[src/rtl/mmio_timer_pkg.sv]
// Shared register map, control bit positions and byte-lane helper
// for the memory-mapped timer peripheral.
package mmio_timer_pkg;

   typedef enum logic [1:0] {
      REG_CTRL  = 2'b00,
      REG_COUNT = 2'b01,
      REG_CMP   = 2'b10,
      REG_STAT  = 2'b11
   } reg_sel_e;

   localparam int TIMER_EN_BIT = 0;
   localparam int TIMER_AR_BIT = 1;
   localparam int TIMER_IE_BIT = 2;

   function automatic logic [31:0] lane_merge(
      input logic [31:0] old_v,
      input logic [31:0] new_v,
      input logic [3:0]  sel
   );
      logic [31:0] r;
      r = old_v;
      for (int i = 0; i < 4; i++) begin
         if (sel[i]) r[8*i +: 8] = new_v[8*i +: 8];
      end
      return r;
   endfunction

endpackage

[src/rtl/timer_prescaler.sv]
// Divides clk by PRESCALE while enabled; tick is high for the
// last cycle of each period. Disabling freezes the phase.
module timer_prescaler #(
   parameter int unsigned PRESCALE = 4
) (
   input  logic clk,
   input  logic rst,
   input  logic en,
   output logic tick
);

   localparam logic [15:0] LAST = 16'(PRESCALE - 1);

   logic [15:0] r_pcnt;
   logic        w_last;

   assign w_last = (r_pcnt == LAST);
   assign tick   = en & w_last;

   always_ff @(posedge clk or negedge rst) begin
      if (!rst) begin
         r_pcnt <= '0;
      end else if (en) begin
         r_pcnt <= w_last ? '0 : r_pcnt + 16'd1;
      end
   end

endmodule

[src/rtl/mmio_timer.sv]
// Memory-mapped prescaled 32-bit timer with compare, auto-reload
// and level interrupt, decoded from the CPU data bus.
module mmio_timer
   import mmio_timer_pkg::*;
#(
   parameter logic [31:0] BASE_ADDR = 32'h1000_0000,
   parameter int unsigned PRESCALE  = 4
) (
   input  logic        clk,
   input  logic        rst,
   input  logic        ce,
   input  logic        we,
   input  logic [31:0] addr,
   input  logic [3:0]  sel,
   input  logic [31:0] data_i,
   output logic [31:0] data_o,
   output logic        hit_o,
   output logic        irq_o
);

   logic [2:0]  r_ctrl;
   logic [31:0] r_count;
   logic [31:0] r_cmp;
   logic        r_match;
   logic        r_irq;

   reg_sel_e    w_reg;
   logic        w_hit;
   logic        w_wr;
   logic        w_rd;
   logic        w_tick;
   logic        w_cmp_eq;
   logic        w_match_set;
   logic        w_w1c;
   logic        w_match_nxt;
   logic [31:0] w_count_tick;
   logic [31:0] w_count_nxt;
   logic [31:0] w_cmp_nxt;
   logic [31:0] w_ctrl_wide;
   logic [2:0]  w_ctrl_nxt;
   logic        w_unused;

   assign w_reg = reg_sel_e'(addr[3:2]);
   assign w_hit = (addr[31:4] == BASE_ADDR[31:4]);
   assign w_wr  = ce & we & w_hit;
   assign w_rd  = ce & ~we & w_hit;
   assign hit_o = w_hit;
   assign irq_o = r_irq;

   assign w_unused = ^{addr[1:0], w_ctrl_wide[31:3]};

   timer_prescaler #(
      .PRESCALE(PRESCALE)
   ) u_prescaler (
      .clk  (clk),
      .rst  (rst),
      .en   (r_ctrl[TIMER_EN_BIT]),
      .tick (w_tick)
   );

   assign w_cmp_eq    = (r_count == r_cmp);
   assign w_match_set = w_tick & w_cmp_eq;

   always_comb begin
      w_count_tick = r_count;
      if (w_tick) begin
         w_count_tick = (w_cmp_eq && r_ctrl[TIMER_AR_BIT]) ?
                        32'd0 : r_count + 32'd1;
      end
   end

   // Bus writes override only the lanes they touch; the rest keep
   // the tick-updated value so a tick and a write can share a cycle.
   always_comb begin
      w_ctrl_wide = {29'd0, r_ctrl};
      w_count_nxt = w_count_tick;
      w_cmp_nxt   = r_cmp;
      w_w1c       = 1'b0;
      if (w_wr) begin
         unique case (w_reg)
            REG_CTRL:  w_ctrl_wide = lane_merge({29'd0, r_ctrl},
                                                data_i, sel);
            REG_COUNT: w_count_nxt = lane_merge(w_count_tick,
                                                data_i, sel);
            REG_CMP:   w_cmp_nxt   = lane_merge(r_cmp, data_i, sel);
            REG_STAT:  w_w1c       = sel[0] & data_i[0];
         endcase
      end
   end

   assign w_ctrl_nxt  = w_ctrl_wide[2:0];
   assign w_match_nxt = w_match_set | (r_match & ~w_w1c);

   always_comb begin
      data_o = '0;
      if (w_rd) begin
         unique case (w_reg)
            REG_CTRL:  data_o = {29'd0, r_ctrl};
            REG_COUNT: data_o = r_count;
            REG_CMP:   data_o = r_cmp;
            REG_STAT:  data_o = {31'd0, r_match};
         endcase
      end
   end

   always_ff @(posedge clk or negedge rst) begin
      if (!rst) begin
         r_ctrl  <= '0;
         r_count <= '0;
         r_cmp   <= '0;
         r_match <= 1'b0;
         r_irq   <= 1'b0;
      end else begin
         r_ctrl  <= w_ctrl_nxt;
         r_count <= w_count_nxt;
         r_cmp   <= w_cmp_nxt;
         r_match <= w_match_nxt;
         r_irq   <= w_match_nxt & r_ctrl[TIMER_IE_BIT];
      end
   end

endmodule

[config.mk]
export PLATFORM = sky130hd
export DESIGN_NAME = mmio_timer
export DESIGN_NICKNAME = d
export VERILOG_FILES = /design/src/rtl/mmio_timer_pkg.sv /design/src/rtl/timer_prescaler.sv /design/src/rtl/mmio_timer.sv
export SDC_FILE = /design/constraint.sdc
export NUM_CORES = 1
export LEC_CHECK = 0
export ABC_CLOCK_PERIOD_IN_PS = 4590
export BUFFER_PORTS_ARGS = -buffer_cell sky130_fd_sc_hd__buf_2
export CORE_AREA = 2 2 82 123
export DETAILED_ROUTE_END_ITERATION = 7
export DIE_AREA = 0 0 84 125
export PLACE_DENSITY = 0.78
export SLEW_MARGIN = 15
export SYNTH_ARGS = -nofsm -noshare
export SYNTH_HDL_FRONTEND = slang
export SYNTH_SLANG_ARGS = --single-unit
[constraint.sdc]
create_clock -name clk -period 4.59 [get_ports clk]
set_input_delay 0.459 -clock clk [delete_from_list [all_inputs] [get_ports clk]]
set_output_delay 0.459 -clock clk [all_outputs]
set_load 0.05 [all_outputs]
# Yosys cells after proc, flatten, opt, wreduce, memory -nomap -nowiden
# Index checks and enable logic that the tools add are counted.
# op_classes
add_sub_neg	2
mul	0
div	0
magnitude_cmp	0
eq_ne	6
shift	0
muxes	13
bitwise_logic	12
reduce_logical	7
# ops
operator	count
32-bit two-way mux	5
32-bit case mux with 4 select lines	1
32-bit by 1-bit adder with 32-bit output (second input constant)	1
32-bit equality test	1
8-bit two-way mux	4
28-bit by 25-bit equality test with 1-bit output (second input constant)	1
16-bit by 1-bit adder with 16-bit output (second input constant)	1
16-bit by 2-bit equality test with 1-bit output (second input constant)	1
16-bit two-way mux	1
3-bit AND reduction	5
1-bit AND	9
2-bit equality test (second input constant)	2
2-bit by 1-bit equality test with 1-bit output (second input constant)	1
2-bit logical NOT	1
1-bit two-way mux	2
1-bit inverter	2
1-bit logical AND	1
1-bit bitwise OR	1
# totals
ff_bits	85
latch_bits	0
ramBits	0
rom_bits	0
in_bits	72
output_inout_bits	34
elab_cells	49
mem_count	0

# Depth between registers and ports, before layout
# depth
depth_word	7
mapped_depth	9
depth_no_buf	7

# Cells and area by module
# Synthesis repeated with hierarchy kept, for this count alone.
# unflattened
hier_cells	520
hier_area_um2	5298.8
# by_module_without_submodules
mod	n_inst	cells_each	area_each_um2	seq_area_each_um2
mmio_timer	1	448	4518.1	1726.7
timer_prescaler	1	72	780.7	400.4

# Worst setup path after synthesis
# OpenSTA, ideal clock, no wires.
# synth_timing
path_type	input port to output port
startpoint	input addr[14]
endpoint	output data_o[10]
arrival_time_ns	2.297
required_ns	4.131
path_slack_ns	1.834
cell_stages	6
n_path_buf	1
cell_sequence	nor4_1 nand4_1 nor3_1 nand2b_1 clkbuf_1 nor2_1
# synth_via
elab_chain_len	3
# synth_lines
item	line_no	text
from (decl)	mmio_timer.sv:13	input logic [31:0] addr,
28-bit by 25-bit equality test with 1-bit output	mmio_timer.sv:44	assign w_hit = (addr[31:4] == BASE_ADDR[31:4]);
1-bit AND	mmio_timer.sv:46	assign w_rd = ce & ~we & w_hit;
32-bit two-way mux	mmio_timer.sv:96	if (w_rd) begin
to (decl)	mmio_timer.sv:16	output logic [31:0] data_o,
# No other way between the ends.

# Worst setup path in the final report
# layout_timing
startpoint	input addr[5]
endpoint	output data_o[0]
# The elaborated chain is that of the path after synthesis.

==> flow_metrics.py <==
metrics = {
    "worst_setup_path": {
        "ff2ff_path_depth": 7,
        "cp_common_cell": "buf_2",
        "path_class": "primary input to output port",
        "critPathRequiredTime_ps": 4130,
        "crit_fanout": 32,
        "crit_path_end_kind": "output port",
        "cp.depth": 8,
        "start_kind": "primary input",
        "slowest_delay_ps": 480,
        "worstPathCellList": "buf_2, nor4_1, nand4_1, nor3_1, nand2b_1, buf_4, nor2b_1, buf_2",
        "slowest_stage": "nor3_1",
        "worst_ep_arrival_time_ps": 2550,
        "crit_buf_inv": 3,
        "timing.critical_path.max_delay_family": "simple AND/OR/NAND/NOR gates",
    },
    "route": {
        "drtIter0Drc": 284,
        "drtPass1Iterations": 5,
        "wl_per_cell_microns": 18.9,
        "dr_wl_met2_microns": 7180,
        "highest_layer": "met4",
        "drc": 0,
        "vias_per_cell": 6.14,
        "wl_microns": 14000,
        "wl_met3_microns": 722,
        "num_vias": 4558,
        "ant_nets": 0,
        "wl_met1_microns": 5400,
    },
    "pwr": {
        "power_leakage_nw": 2.73,
        "swShare_pct": 21.3,
        "p_sw_mw": 0.348,
        "powerDensity_nw_per_um2": 274,
        "power_frac_seq_pct": 45.8,
        "peakVddDrop_v": 0.000205,
        "finalPower_mw": 1.64,
        "clockPowerShare_pct": 49.3,
        "p_int_mw": 1.29,
        "combPwrFrac_pct": 4.8,
    },
    "floorplan": {
        "coreArea_sq_um": 9520,
        "rows": 44,
        "ios": 106,
        "start_util_pct": 53.0,
        "die_w_microns": 84,
        "die_h_microns": 125,
        "die-area_sq_um": 10500,
    },
    "placed_design": {
        "dp_hpwl_microns": 10200,
        "io_buffers": 103,
        "place_congestion": 0.873,
    },
    "global_route": {
        "grt_max_degree": 86,
        "grt_pass1_vias": 4646,
        "grt_first_pass_wirelength_microns": 22700,
        "gr-total-overflow": 0,
        "antenna_found_initial": 0,
        "grtUsageTotal_pct": 27.3,
    },
    "cts": {
        "cts.path.max_buffers": 2,
        "clock_tree.root_cell": "clkbuf_16",
        "cts_buffers": 9,
        "tritoncts": "done",
        "post_cts_buffers": 0,
        "htreeDepth": 3,
        "cts_repair_resize_count": 0,
        "clock_sink_count": 85,
        "insertion_delay_ps": 350,
        "hold_buffers": 0,
        "clk_pin_slew_ps": 60,
    },
    "synthesis": {
        "synth_top_family_by_area": "simple AND/OR/NAND/NOR gates",
        "yosysSeqAreaShare_pct": 42.1,
        "synthSimpleGateAreaFrac_pct": 22.6,
        "avgSynthCellArea_sq_um": 9.48,
        "synth_edf_count": 0,
        "netlist_area_sq_um": 5050,
        "synth_fa_ha_area_share_pct": 0.495,
        "synth_compound_area_share_pct": 10.1,
        "synth_mux_area_share_pct": 8.84,
        "synth-seq-cells": 85,
        "synth_xor_area_share_pct": 12.7,
        "synth_cell_types": 42,
        "ys.flop_type": "dfrtp_1",
        "syn_inst": 533,
        "synth_warnings": 0,
        "synthArstFlopShare_pct": 100,
        "syn-num-nets": 607,
    },
    "finish": {
        "final_cell_mix": "buf_2 (102), dfrtp_1 (85), nand2_1 (53)",
        "drive_above_1_share_pct": 27.0,
        "num-fill-cells": 816,
        "area_delta_synth_final_pct": 18.2,
        "diodes": 0,
        "nNetsFinal": 696,
        "layout_commonest_cell": "buf_2",
    },
    "min_path": {
        "hold_class": "primary input to async pin",
    },
    "timing": {
        "slew_viol_final": 0,
        "hold_violations": 0,
        "layout_min_cycle_time_ps": 3010,
        "fin_skew_ps": 9.53,
        "fmaxAchievable_ghz": 0.332,
        "rsz0062_at_grt": "no",
        "min_period_over_period_pct": 65.6,
        "worstMarginPinSlew_ps": 793,
        "setup_viol": 0,
        "tns_ps": 0,
        "slew_headroom_pct": 46.9,
    },
    "outcome": {
        "status": "complete, no violations",
    },
    "run": {
        "maxCapViolCount": 0,
    },
}
## final cells by class
| class | instances | area [sq um] | area share [%] |
|---|---|---|---|
| multi-input cells | 408 | 2770 | 46.4 |
| flip-flops and latches | 85 | 2130 | 35.6 |
| repair buffers | 108 | 559 | 9.37 |
| clock buffers | 11 | 253 | 4.23 |
| well taps | 115 | 144 | 2.41 |
| clock inverters | 5 | 81.3 | 1.36 |
| inverters | 10 | 37.5 | 0.629 |
## synthesized netlist by cell type (2+ instances only)
library cell / number / area (sq um)
a21o_1: 2 / 15.0
a21oi_1: 4 / 20.0
a22oi_1: 30 / 225
and2_1: 4 / 25.0
and3_1: 16 / 100
and4_1: 8 / 70.1
buf_2: 7 / 35.0
clkbuf_1: 21 / 78.8
dfrtp_1: 85 / 2130
ha_1: 2 / 25.0
inv_1: 10 / 37.5
mux2_1: 2 / 22.5
mux2_2: 33 / 372
mux2i_1: 3 / 30.0
nand2_1: 53 / 199
nand3_1: 26 / 130
nand4_1: 21 / 131
nor2_1: 44 / 165
nor2b_1: 4 / 25.0
nor3_1: 10 / 50.1
nor4_1: 16 / 100
nor4_2: 2 / 25.0
nor4b_1: 3 / 26.3
o21a_1: 2 / 15.0
o21ai_0: 20 / 100
o31ai_1: 12 / 90.1
o31ai_2: 2 / 25.0
or2_2: 2 / 12.5
or3_1: 2 / 12.5
or4_1: 4 / 30.0
xnor2_1: 37 / 324
xor2_1: 36 / 315
## sequential cells by signal, summed over array words and instances (netlist names)
signal and count:
r_count 32, r_match 1, r_ctrl 3, u_prescaler.r_pcnt 16, r_cmp 32, irq_o 1
## metal layers
metal,up-vias,global-route usage [%]
li1,2085,-
met1,2247,31.8
met2,180,46.2
met3,46,5.74
met4,0,15.9
met5,-,0
## logic make-up (layout without fill, tap and decap cells)
group,count (synthesis),after routing
XOR/XNOR,73,73
AND/OR/NAND/NOR,219,219
adder cells (fa/ha/maj),2,2
flip-flops,85,85
multiplexers,39,39
buffers and inverters,40,134
AO/OA/AOI/OAI,75,75
## power by group through the flow
| stage | Sequential, mW | Combinational [mW] | Clock [mW] |
|---|---|---|---|
| 6_report | 0.749 | 0.0792 | 0.807 |
| 3_3_place_gp | 0.763 | 0.0766 | 0 |
| 4_1_cts | 0.749 | 0.0793 | 0.817 |
| 5_1_grt | 0.749 | 0.0878 | 0.847 |
| 3_5_place_dp | 0.763 | 0.0789 | 0 |
| 2_1_floorplan | 0.763 | 0.0202 | 0 |
## worst paths after layout
path                       slack (ps)                     end                    from
max                              1580               data_o[0]                 addr[5]
min                               180   u_prescaler.r_pcnt[7]                     rst
max reg2reg                      2040             r_count[13]   u_prescaler.r_pcnt[0]
min reg2reg                       490  u_prescaler.r_pcnt[11]  u_prescaler.r_pcnt[11]
max in group asynchronous        3880              r_count[5]                     rst
min in group clk                  330             r_count[25]              data_i[25]
## metrics by stage
| step | hold slack (ps) | std cells | util [%] | setup WS (ps) | instance area [sq um] |
|---|---|---|---|---|---|
| 2_1_floorplan | 163 | 533 | - | 1830 | 5050 |
| 3_3_place_gp | 462 | 726 | 59.2 | 1720 | 5630 |
| 3_5_place_dp | 484 | 726 | 59.2 | 1660 | 5630 |
| 4_1_cts | 332 | 742 | 62.7 | 1650 | 5970 |
| 5_1_grt | 240 | 742 | 62.7 | 1490 | 5970 |
| 6_report | 184 | 742 | 62.7 | 1580 | 5970 |
Note: power is estimated with default switching activity, not from simulation.
